==> src/rtl/stream_combiner_if.sv <==
// Stream bundle for stream_combiner: two payload inputs (AM0/AM1), one joined output (BM).
// slave is the combiner side; master is the side that drives the inputs and sinks the output.
interface stream_combiner_if #(
  parameter int WIDTH0 = 32,
  parameter int WIDTH1 = 32
);
  logic                     iValid_AM0;
  logic                     oReady_AM0;
  logic [WIDTH0-1:0]        iData_AM0;
  logic                     iValid_AM1;
  logic                     oReady_AM1;
  logic [WIDTH1-1:0]        iData_AM1;
  logic                     oValid_BM;
  logic                     iReady_BM;
  logic [WIDTH0+WIDTH1-1:0] oData_BM;

  modport slave (
    input  iValid_AM0, iData_AM0, iValid_AM1, iData_AM1, iReady_BM,
    output oReady_AM0, oReady_AM1, oValid_BM, oData_BM
  );

  modport master (
    output iValid_AM0, iData_AM0, iValid_AM1, iData_AM1, iReady_BM,
    input  oReady_AM0, oReady_AM1, oValid_BM, oData_BM
  );
endinterface

==> src/rtl/stream_combiner_slot.sv <==
// One-word holding slot for a combiner input.
// Ready depends only on the slot flag (and reset), never on the output side.
// o_av/o_src present either the held word or the live input word so the join can bypass the slot.
module stream_combiner_slot #(
  parameter int WIDTH = 32
) (
  input  logic             i_clk,
  input  logic             i_rst_n,
  input  logic             i_valid,
  input  logic [WIDTH-1:0] i_data,
  input  logic             i_fire,
  output logic             o_ready,
  output logic             o_av,
  output logic [WIDTH-1:0] o_src
);
  logic             r_hv;
  logic [WIDTH-1:0] r_data;
  logic             w_accept;

  assign o_ready  = i_rst_n & ~r_hv;
  assign w_accept = i_valid & o_ready;
  assign o_av     = r_hv | i_valid;
  assign o_src    = r_hv ? r_data : i_data;

  // Fire empties the slot (or bypasses it); an accept without fire parks the word.
  always_ff @(posedge i_clk or negedge i_rst_n) begin
    if (!i_rst_n) begin
      r_hv   <= 1'b0;
      r_data <= '0;
    end else if (i_fire) begin
      r_hv <= 1'b0;
    end else if (w_accept) begin
      r_hv   <= 1'b1;
      r_data <= i_data;
    end
  end
endmodule

==> src/rtl/stream_combiner.sv <==
// Two-input stream join: one word from each input becomes one {d0, d1} output word.
// BURST="yes" uses a main+skid output pair for one word per cycle;
// BURST="no" uses a single output register and emits at most every other cycle.
module stream_combiner #(
  parameter int    WIDTH0 = 32,
  parameter int    WIDTH1 = 32,
  parameter string BURST  = "yes"
) (
  input  logic              iCLK,
  input  logic              iRST,
  stream_combiner_if.slave  bus
);
  localparam int WO = WIDTH0 + WIDTH1;

  logic              w_av0, w_av1;
  logic              w_ready0, w_ready1;
  logic [WIDTH0-1:0] w_src0;
  logic [WIDTH1-1:0] w_src1;
  logic [WO-1:0]     w_word;
  logic              w_cap;
  logic              w_fire;

  logic              r_main_v;
  logic [WO-1:0]     r_main;

  stream_combiner_slot #(.WIDTH(WIDTH0)) u_slot0 (
    .i_clk   (iCLK),
    .i_rst_n (iRST),
    .i_valid (bus.iValid_AM0),
    .i_data  (bus.iData_AM0),
    .i_fire  (w_fire),
    .o_ready (w_ready0),
    .o_av    (w_av0),
    .o_src   (w_src0)
  );

  stream_combiner_slot #(.WIDTH(WIDTH1)) u_slot1 (
    .i_clk   (iCLK),
    .i_rst_n (iRST),
    .i_valid (bus.iValid_AM1),
    .i_data  (bus.iData_AM1),
    .i_fire  (w_fire),
    .o_ready (w_ready1),
    .o_av    (w_av1),
    .o_src   (w_src1)
  );

  assign w_word         = {w_src0, w_src1};
  assign w_fire         = w_av0 & w_av1 & w_cap;
  assign bus.oReady_AM0 = w_ready0;
  assign bus.oReady_AM1 = w_ready1;
  assign bus.oValid_BM  = r_main_v;
  assign bus.oData_BM   = r_main;

  generate
    if (BURST == "yes") begin : g_burst
      logic          r_skid_v;
      logic [WO-1:0] r_skid;
      logic          w_drain;

      assign w_drain = r_main_v & bus.iReady_BM;
      assign w_cap   = ~r_skid_v;

      // Main+skid pair: fire lands in main when it is free or leaving, otherwise in skid;
      // a draining main refills from skid. Fire is blocked while skid is occupied.
      always_ff @(posedge iCLK or negedge iRST) begin
        if (!iRST) begin
          r_main_v <= 1'b0;
          r_main   <= '0;
          r_skid_v <= 1'b0;
          r_skid   <= '0;
        end else if (w_fire) begin
          if (!r_main_v || w_drain) begin
            r_main   <= w_word;
            r_main_v <= 1'b1;
          end else begin
            r_skid   <= w_word;
            r_skid_v <= 1'b1;
          end
        end else if (w_drain) begin
          if (r_skid_v) begin
            r_main   <= r_skid;
            r_skid_v <= 1'b0;
          end else begin
            r_main_v <= 1'b0;
          end
        end
      end
    end else begin : g_single
      assign w_cap = ~r_main_v;

      // Single register: only loads when empty, so load and drain alternate.
      always_ff @(posedge iCLK or negedge iRST) begin
        if (!iRST) begin
          r_main_v <= 1'b0;
          r_main   <= '0;
        end else if (w_fire) begin
          r_main   <= w_word;
          r_main_v <= 1'b1;
        end else if (r_main_v && bus.iReady_BM) begin
          r_main_v <= 1'b0;
        end
      end
    end
  endgenerate
endmodule

==> src/flat_wrapper.sv <==
// flat-port wrapper written by rule: the top's interface ports become plain ports
module stream_combiner_flat 
#(
  parameter int    WIDTH0 = 32,
  parameter int    WIDTH1 = 32,
  parameter string BURST  = "   "
)
  (iCLK, iRST, bus_iValid_AM0, bus_iData_AM0, bus_iValid_AM1, bus_iData_AM1, bus_iReady_BM, bus_oReady_AM0, bus_oReady_AM1, bus_oValid_BM, bus_oData_BM);
  stream_combiner_if #(.WIDTH0(WIDTH0), .WIDTH1(WIDTH1)) bus_i ();
  input  logic iCLK;
  input  logic iRST;
  input wire logic [$bits(bus_i.iValid_AM0)-1:0] bus_iValid_AM0;
  input wire logic [$bits(bus_i.iData_AM0)-1:0] bus_iData_AM0;
  input wire logic [$bits(bus_i.iValid_AM1)-1:0] bus_iValid_AM1;
  input wire logic [$bits(bus_i.iData_AM1)-1:0] bus_iData_AM1;
  input wire logic [$bits(bus_i.iReady_BM)-1:0] bus_iReady_BM;
  output wire logic [$bits(bus_i.oReady_AM0)-1:0] bus_oReady_AM0;
  output wire logic [$bits(bus_i.oReady_AM1)-1:0] bus_oReady_AM1;
  output wire logic [$bits(bus_i.oValid_BM)-1:0] bus_oValid_BM;
  output wire logic [$bits(bus_i.oData_BM)-1:0] bus_oData_BM;
  assign bus_i.iValid_AM0 = bus_iValid_AM0;
  assign bus_i.iData_AM0 = bus_iData_AM0;
  assign bus_i.iValid_AM1 = bus_iValid_AM1;
  assign bus_i.iData_AM1 = bus_iData_AM1;
  assign bus_i.iReady_BM = bus_iReady_BM;
  assign bus_oReady_AM0 = bus_i.oReady_AM0;
  assign bus_oReady_AM1 = bus_i.oReady_AM1;
  assign bus_oValid_BM = bus_i.oValid_BM;
  assign bus_oData_BM = bus_i.oData_BM;
  stream_combiner #(.WIDTH0(WIDTH0), .WIDTH1(WIDTH1), .BURST(BURST)) u_core (.iCLK(iCLK), .iRST(iRST), .bus(bus_i));
endmodule
==> config.mk <==
export PLATFORM = sky130hd
export DESIGN_NAME = stream_combiner_flat
export DESIGN_NICKNAME = d
export VERILOG_FILES = /design/src/rtl/stream_combiner_if.sv /design/src/rtl/stream_combiner_slot.sv /design/src/rtl/stream_combiner.sv /design/src/flat_wrapper.sv
export SDC_FILE = /design/constraint.sdc
export NUM_CORES = 1
export LEC_CHECK = 0
export CELL_PAD_IN_SITES_DETAIL_PLACEMENT = 2
export CELL_PAD_IN_SITES_GLOBAL_PLACEMENT = 2
export CORE_MARGIN = 3
export CORE_UTILIZATION = 30
export CTS_CLUSTER_DIAMETER = 40
export DETAILED_ROUTE_END_ITERATION = 12
export GPL_TIMING_DRIVEN = 0
export MAX_ROUTING_LAYER = met4
export PLACE_DENSITY_LB_ADDON = 0.1
export SLEW_MARGIN = 20
export SYNTH_ARGS = -nofsm -noshare
export SYNTH_HDL_FRONTEND = slang
export SYNTH_SLANG_ARGS = --single-unit
export TNS_END_PERCENT = 50
==> constraint.sdc <==
create_clock -name iCLK -period 1.8 [get_ports iCLK]
set_clock_uncertainty 0.1 [all_clocks]
set_input_delay 0.27 -clock iCLK [delete_from_list [all_inputs] [get_ports iCLK]]
set_output_delay 0.27 -clock iCLK [all_outputs]
set_load 0.03 [all_outputs]
==> results of run 1 <==
-- synthesized netlist by cell type, drive strengths merged --
master	instances
mux2	192
dfrtp	131
buf	19
clkbuf	2
nor2	2
a21o	1
and2b	1
and3	1
inv	1
nand2	1
nor2b	1
o211ai	1
o21ai	1
o21bai	1
o22ai	1
-- state kept, by name, summed over array words and instances (netlist names) --
register               flops
u_core.u_slot0.r_data     32
u_core.u_slot1.r_data     32
u_core.u_slot0.r_hv        1
u_core.bus.oValid_BM       1
u_core.u_slot1.r_hv        1
u_core.bus.oData_BM       64
-- power by group through the flow --
stage | Combinational, mW | Sequential [mW] | Clock (mW)
detailed placement | 7.27 | 5.31 | 0
global route | 7.15 | 5.44 | 3.99
finish | 6.68 | 5.23 | 3.70
CTS | 6.83 | 5.26 | 3.82
global placement | 7.07 | 5.21 | 0
floorplan | 3.26 | 6.61 | 0
-- layer usage --
layer	track usage	vias up	wire length (um)
li1	-	1593	-
met4	0.04657	0	187
met2	0.2459	78	7570
met3	0.04204	15	650
met5	-	-	0
met1	0.1701	1809	6105
-- worst max-delay path by stage --
stage	start	endpoint	slack, ns
floorplan	u_core.bus.oValid_BM	u_core.u_slot1.r_data[0]	0.03
global placement	iRST	bus_oReady_AM0	-5.61
detailed placement	bus_iValid_AM0	u_core.bus.oData_BM[48]	-0.37
CTS	u_core.u_slot0.r_hv	bus_oReady_AM0	-0.09
global route	u_core.u_slot0.r_hv	u_core.u_slot1.r_data[0]	-0.03
finish	u_core.u_slot0.r_hv	u_core.u_slot1.r_data[0]	0.05
-- logic make-up (layout without fill, tap and decap cells) --
family | after synthesis | after routing | share of synthesized area
AO/OA/AOI/OAI | 5 | 5 | 0.01022
buffers and inverters | 22 | 194 | 0.03788
flip-flops | 131 | 131 | 0.5576
multiplexers | 192 | 192 | 0.3863
AND/OR/NAND/NOR | 6 | 6 | 0.008088
-- cell type report --
type	instances	area, um^2
Buffer	21	225.2
Clock buffer	19	442.9
Clock inverter	13	182.7
Fill cell	1866	10770
Inverter	1	3.754
Multi-Input combinational cell	203	2391
Sequential cell	131	3278
Tap cell	260	325.3
Timing Repair Buffer	140	1338
-- stage by stage --
stage | TNS [ns] | power [mW] | util | instance area (um^2)
after floorplan | 0 | 9.871 | - | 5887
after global placement | -1092.00 | 12.28 | 0.3990 | 7564
after detailed placement | -35.28 | 12.58 | 0.4007 | 7596
after CTS | -0.08772 | 15.90 | 0.4316 | 8180
after global routing | -0.2148 | 16.58 | 0.4319 | 8187
final | 0 | 15.61 | 0.4319 | 8187
-- critical path: cells and delay by family (launching register included) --
kind                   cells  cell delay, ns
multiplexers               1            0.31
buffers and inverters      3            0.43
AND/OR/NAND/NOR            1            0.23
flip-flops                 1            0.37
AO/OA/AOI/OAI              1            0.18
-- what timing repair did --
item | in CTS | in global routing
endpoints found under the hold margin | 59 | 59
buffers inserted | 3 | 1
setup endpoints to repair | 127 | 31
pin swaps | 0 | 1
resized for setup | 73 | 8
==> results_dict.tcl, run 1 <==
set metrics [dict create \
    final_cell_mix "mux2_2, dfrtp_1, clkdlybuf4s50_1, dlygate4sd2_1, mux2_4" \
    nets 584 \
    p_int_mw 10.18 \
    power_leakage_nw 3.546 \
    start_kind "flip-flop" \
    avgViaCountPerCell 4.435 \
    drt_iter0_markers 73 \
    layout_commonest_cell "mux2_2" \
    yosysUniqueCellTypes 20 \
    synth.net_count 425 \
    cp_slowest_cell "dfrtp_1" \
    pwr-share-seq 0.335 \
    instances_no_fill 788 \
    overflow 0 \
    initial_utilization 0.3102 \
    worst_hold_slack_ns -0.3139 \
    yosysTopAreaCell "dfrtp_1" \
    area_growth_pct 39.24 \
    ios 136 \
    vias 3495 \
    drt_first_pass_iters 3 \
    slew_headroom 0.6683 \
    avgRoutedWirePerCell_um 18.42 \
    dp.cells 752 \
    grt_pass1_wl_mm 23.65 \
    r2r_cells 6 \
    slowest_delay_ns 0.37 \
    power.share.clock 0.237 \
    sw_frac_of_total 0.3479 \
    track_usage 0.1464 \
    die_x_um 146.0 \
    hold_path_class "input port to async pin" \
    grt_max_degree 73 \
    synthCells 356 \
    crit_arrival_ns 1.94 \
    crit_path_end_kind "flip-flop" \
    io_buffers 135 \
    grt_pass1_vias 4177 \
    ant_nets 0 \
    r2r_start "u_core.u_slot0.r_hv" \
    path_class "flip-flop to flip-flop" \
    rrSetupSlack_ns 0.05 \
    cp_max_fo 10 \
    clock-sinks 131 \
    pre_cts_slack_ns -0.3744 \
    crit_path_cell_trace "buf_6 -> o21bai_4 -> and3_4 -> buf_8 -> buf_12 -> mux2_4" \
    cts_buffer_depth 2 \
    seq_area_frac_synth 0.5576 \
    clk_latency_ns 0.42 \
    setup_viol_count_final 0 \
    drive_gt1_frac 0.4830 \
    layout_setup_ws_ns 0.05194 \
    dp_hpwl_mm 10.09 \
    fin_crit_sh 0.9711 \
    syn_area_per_cell_um2 16.52 \
    finalMaxSlewViolations 0 \
    cts_inserted_buffers 17 \
    rows 50 \
    synth-seq-cells 131 \
    p_sw_mw 5.432 \
    outcome "finished, violations left" \
    drcViolationCount 0 \
    cts_root_buf "clkbuf_16" \
    max-cap-violations 0 \
    diodes 0 \
    clk_pin_slew_worst_paths_ns 0.06 \
    die-area_mm2 0.02131 \
    violations "hold timing" \
    htreeDepth 4 \
    cts_tree "yes" \
    max_freq_mhz 572.1 \
    synth_top_area_frac 0.5576 \
    syn_area_mm2 0.005879 \
    dieHeight_um 146.0 \
    critPathRequiredTime_ns 1.99 \
    timing.final.hold_violations 59 \
    power.density_mw_per_mm2 1907 \
    r2r-end "u_core.u_slot1.r_data[0]" \
    core_area_mm2 0.01896 \
    wl_mm 14.51 \
    irDropWorstVdd_v 0.0007413 \
    tightest_slew_ns 0.4976 \
    antenna_found_initial 0 \
    period_minus_slack_ns 1.748 \
    yosysWarningCount 0 \
    finalWeightedCongestion 0.6933 \
    synth_area_leaders "dfrtp_1, mux2_2, mux2_4" \
    p_comb_frac 0.428 \
    rsz0062_at_grt "yes" \
]
Note: power is estimated with default switching activity, not from simulation.
==> inputs of run 2 (changes only) <==
Settings changed: ABC_AREA from default to 1, CORE_UTILIZATION 30 to 29.
==> run 2 against run 1 <==
Compared with the run above:
- the flow still finishes with violations (hold timing)
- design area fell by 2.1%
- power fell by 1.4%
- core utilization fell by 0.92 points
- critical path type is now flip-flop to output pin
- largest power group unchanged
==> results_dict.tcl, run 2 <==
set metrics [dict create \
    outcome "finished, violations left" \
    violations "hold timing" \
    power.density_mw_per_mm2 1921 \
    synthArstFlopShare 1.000 \
    crit_cells 3 \
    nets 873 \
    crit_path_cell_trace "clkbuf_8 -> nor2_2 -> buf_6" \
    drt_iter0_markers 222 \
    rsz0062_at_grt "yes" \
    start_kind "flip-flop" \
    synth.net_count 714 \
    clk_pin_slew_worst_paths_ns 0.06 \
    period_minus_slack_ns 1.765 \
    yosysUniqueCellTypes 16 \
    fin_crit_sh 0.9804 \
    cts_tree "yes" \
    syn_area_mm2 0.005664 \
    finalWeightedCongestion 0.7346 \
    slowest_delay_ns 0.48 \
    cp_max_fo 10 \
    track_usage 0.1989 \
    ios 136 \
    dieHeight_um 145.8 \
    finalMaxSlewViolations 0 \
    hold_path_class "input port to async pin" \
    max_freq_mhz 566.7 \
    synthCells 645 \
    grt_pass1_vias 6122 \
    initial_utilization 0.2988 \
    fillers 2145 \
    htreeDepth 4 \
    layout_commonest_cell "nand2_1" \
    setup_viol_count_final 0 \
    yosysWarningCount 0 \
    clock-sinks 131 \
    area_growth_pct 41.44 \
    cts_inserted_buffers 17 \
    clk_latency_ns 0.42 \
    avgRoutedWirePerCell_um 18.53 \
    final_core_util 0.4226 \
    total_power_mw 15.39 \
    r2r_cells 5 \
    die-area_mm2 0.02124 \
    antenna_found_initial 0 \
    cts_buffer_depth 2 \
    tns_ns 0 \
    synth_edf_count 0 \
    dp_hpwl_mm 13.81 \
    avgViaCountPerCell 4.813 \
    diodes 0 \
    largest_reg_flops 64 \
    ant_nets 0 \
    grt_max_degree 69 \
    cts_root_buf "clkbuf_16" \
    grt_pass1_wl_mm 32.81 \
    placed_area_mm2 0.007373 \
    yosysTopAreaCell "dfrtp_1" \
    cp_top_family "flip-flops" \
    timing.final.hold_violations 98 \
    final_cell_mix "nand2_1, dfrtp_1, o21ai_0, clkdlybuf4s50_1, dlygate4sd2_1" \
    yosys_most_used_dff "dfrtp_1" \
    core_area_mm2 0.01896 \
    crit_arrival_ns 1.39 \
    cp.buffers_inverters 2 \
    wl_mm 19.96 \
    drt_first_pass_iters 4 \
    vias 5184 \
    slew_headroom 0.6417 \
    synth-seq-cells 131 \
    design_area_mm2 0.008011 \
    power_leakage_nw 3.908 \
    crit_path_end_kind "output pin" \
    worst_hold_slack_ns -0.3611 \
    seq_area_frac_synth 0.5787 \
    cp_slowest_cell "dfrtp_2" \
    drive_gt1_frac 0.1763 \
    syn_area_per_cell_um2 8.782 \
    drcViolationCount 0 \
    die_x_um 145.8 \
    synth_common_cells "nand2_1, dfrtp_1, o21ai_0, nand3_1, or2_2" \
    max-cap-violations 0 \
    rows 50 \
    path_class "flip-flop to output pin" \
    io_buffers 135 \
    overflow 0 \
    critPathRequiredTime_ns 1.43 \
    irDropWorstVdd_v 0.0007442 \
    synth_top_area_frac 0.5787 \
    synth_area_leaders "dfrtp_1, nand2_1, o21ai_0" \
    synth_most_common_cell "nand2_1" \
    tightest_slew_ns 0.5375 \
]
run 2: cell families (layout without fill, tap and decap cells):
family / count (synthesis) / in the layout / share of synthesized area
DFF: 131 / 131 / 0.5787
and+or+nand+nor: 334 / 334 / 0.2686
buffers and inverters: 51 / 223 / 0.03866
AOI/OAI and AO/OA: 129 / 129 / 0.1140
run 2: worst paths after layout:
path	start	to	slack, ns
min in group iCLK	bus_iData_AM0[16]	u_core.u_slot0.r_data[16]	0.33
min reg2reg	u_core.u_slot0.r_data[8]	u_core.u_slot0.r_data[8]	0.37
min	iRST	u_core.bus.oData_BM[40]	-0.36
max	u_core.u_slot1.r_hv	bus_oReady_AM1	0.04
max reg2reg	u_core.u_slot1.r_hv	u_core.bus.oData_BM[39]	0.06
max in group asynchronous	iRST	u_core.u_slot0.r_hv	1.27
run 2: final cells by class:
class | instances | area (um^2) | share of cell area
Multi-Input combinational cell | 463 | 2181 | 0.2722
Tap cell | 260 | 325.3 | 0.04061
Sequential cell | 131 | 3281 | 0.4095
Clock buffer | 23 | 488.0 | 0.06091
Buffer | 44 | 241.5 | 0.03014
Timing Repair Buffer | 140 | 1366 | 0.1705
Clock inverter | 9 | 102.6 | 0.01281
Inverter | 7 | 26.28 | 0.003280
run 2: power by group:
group          switching (mW)  total, mW  internal (mW)
sequential              0.836       5.25           4.41
combinational            4.40       6.65           2.26
clock                    1.32       3.50           2.18
run 2: metrics by stage:
step                      worst slack [ns]  std cells  hold slack [ns]
after floorplan                     0.3650        645          -0.1256
after global placement              -5.539       1040           0.3479
after detailed placement           -0.7023       1041           0.1831
after CTS                        0.0006439       1077          -0.3386
after global routing              -0.07427       1077          -0.3458
final                              0.03534       1077          -0.3611
run 2: layer usage:
layer	GRT usage	share of wire
met1	0.2235	0.41
met4	0.05793	0.014
met3	0.04952	0.042
met2	0.3505	0.53
met5	-	0
run 2: repair_timing:
item | CTS | global route
endpoints found under the hold margin | 66 | 66
setup endpoints to repair | 194 | 106
setup buffers | 3 | 0
cloned | 1 | 0
gates resized for setup | 93 | 24
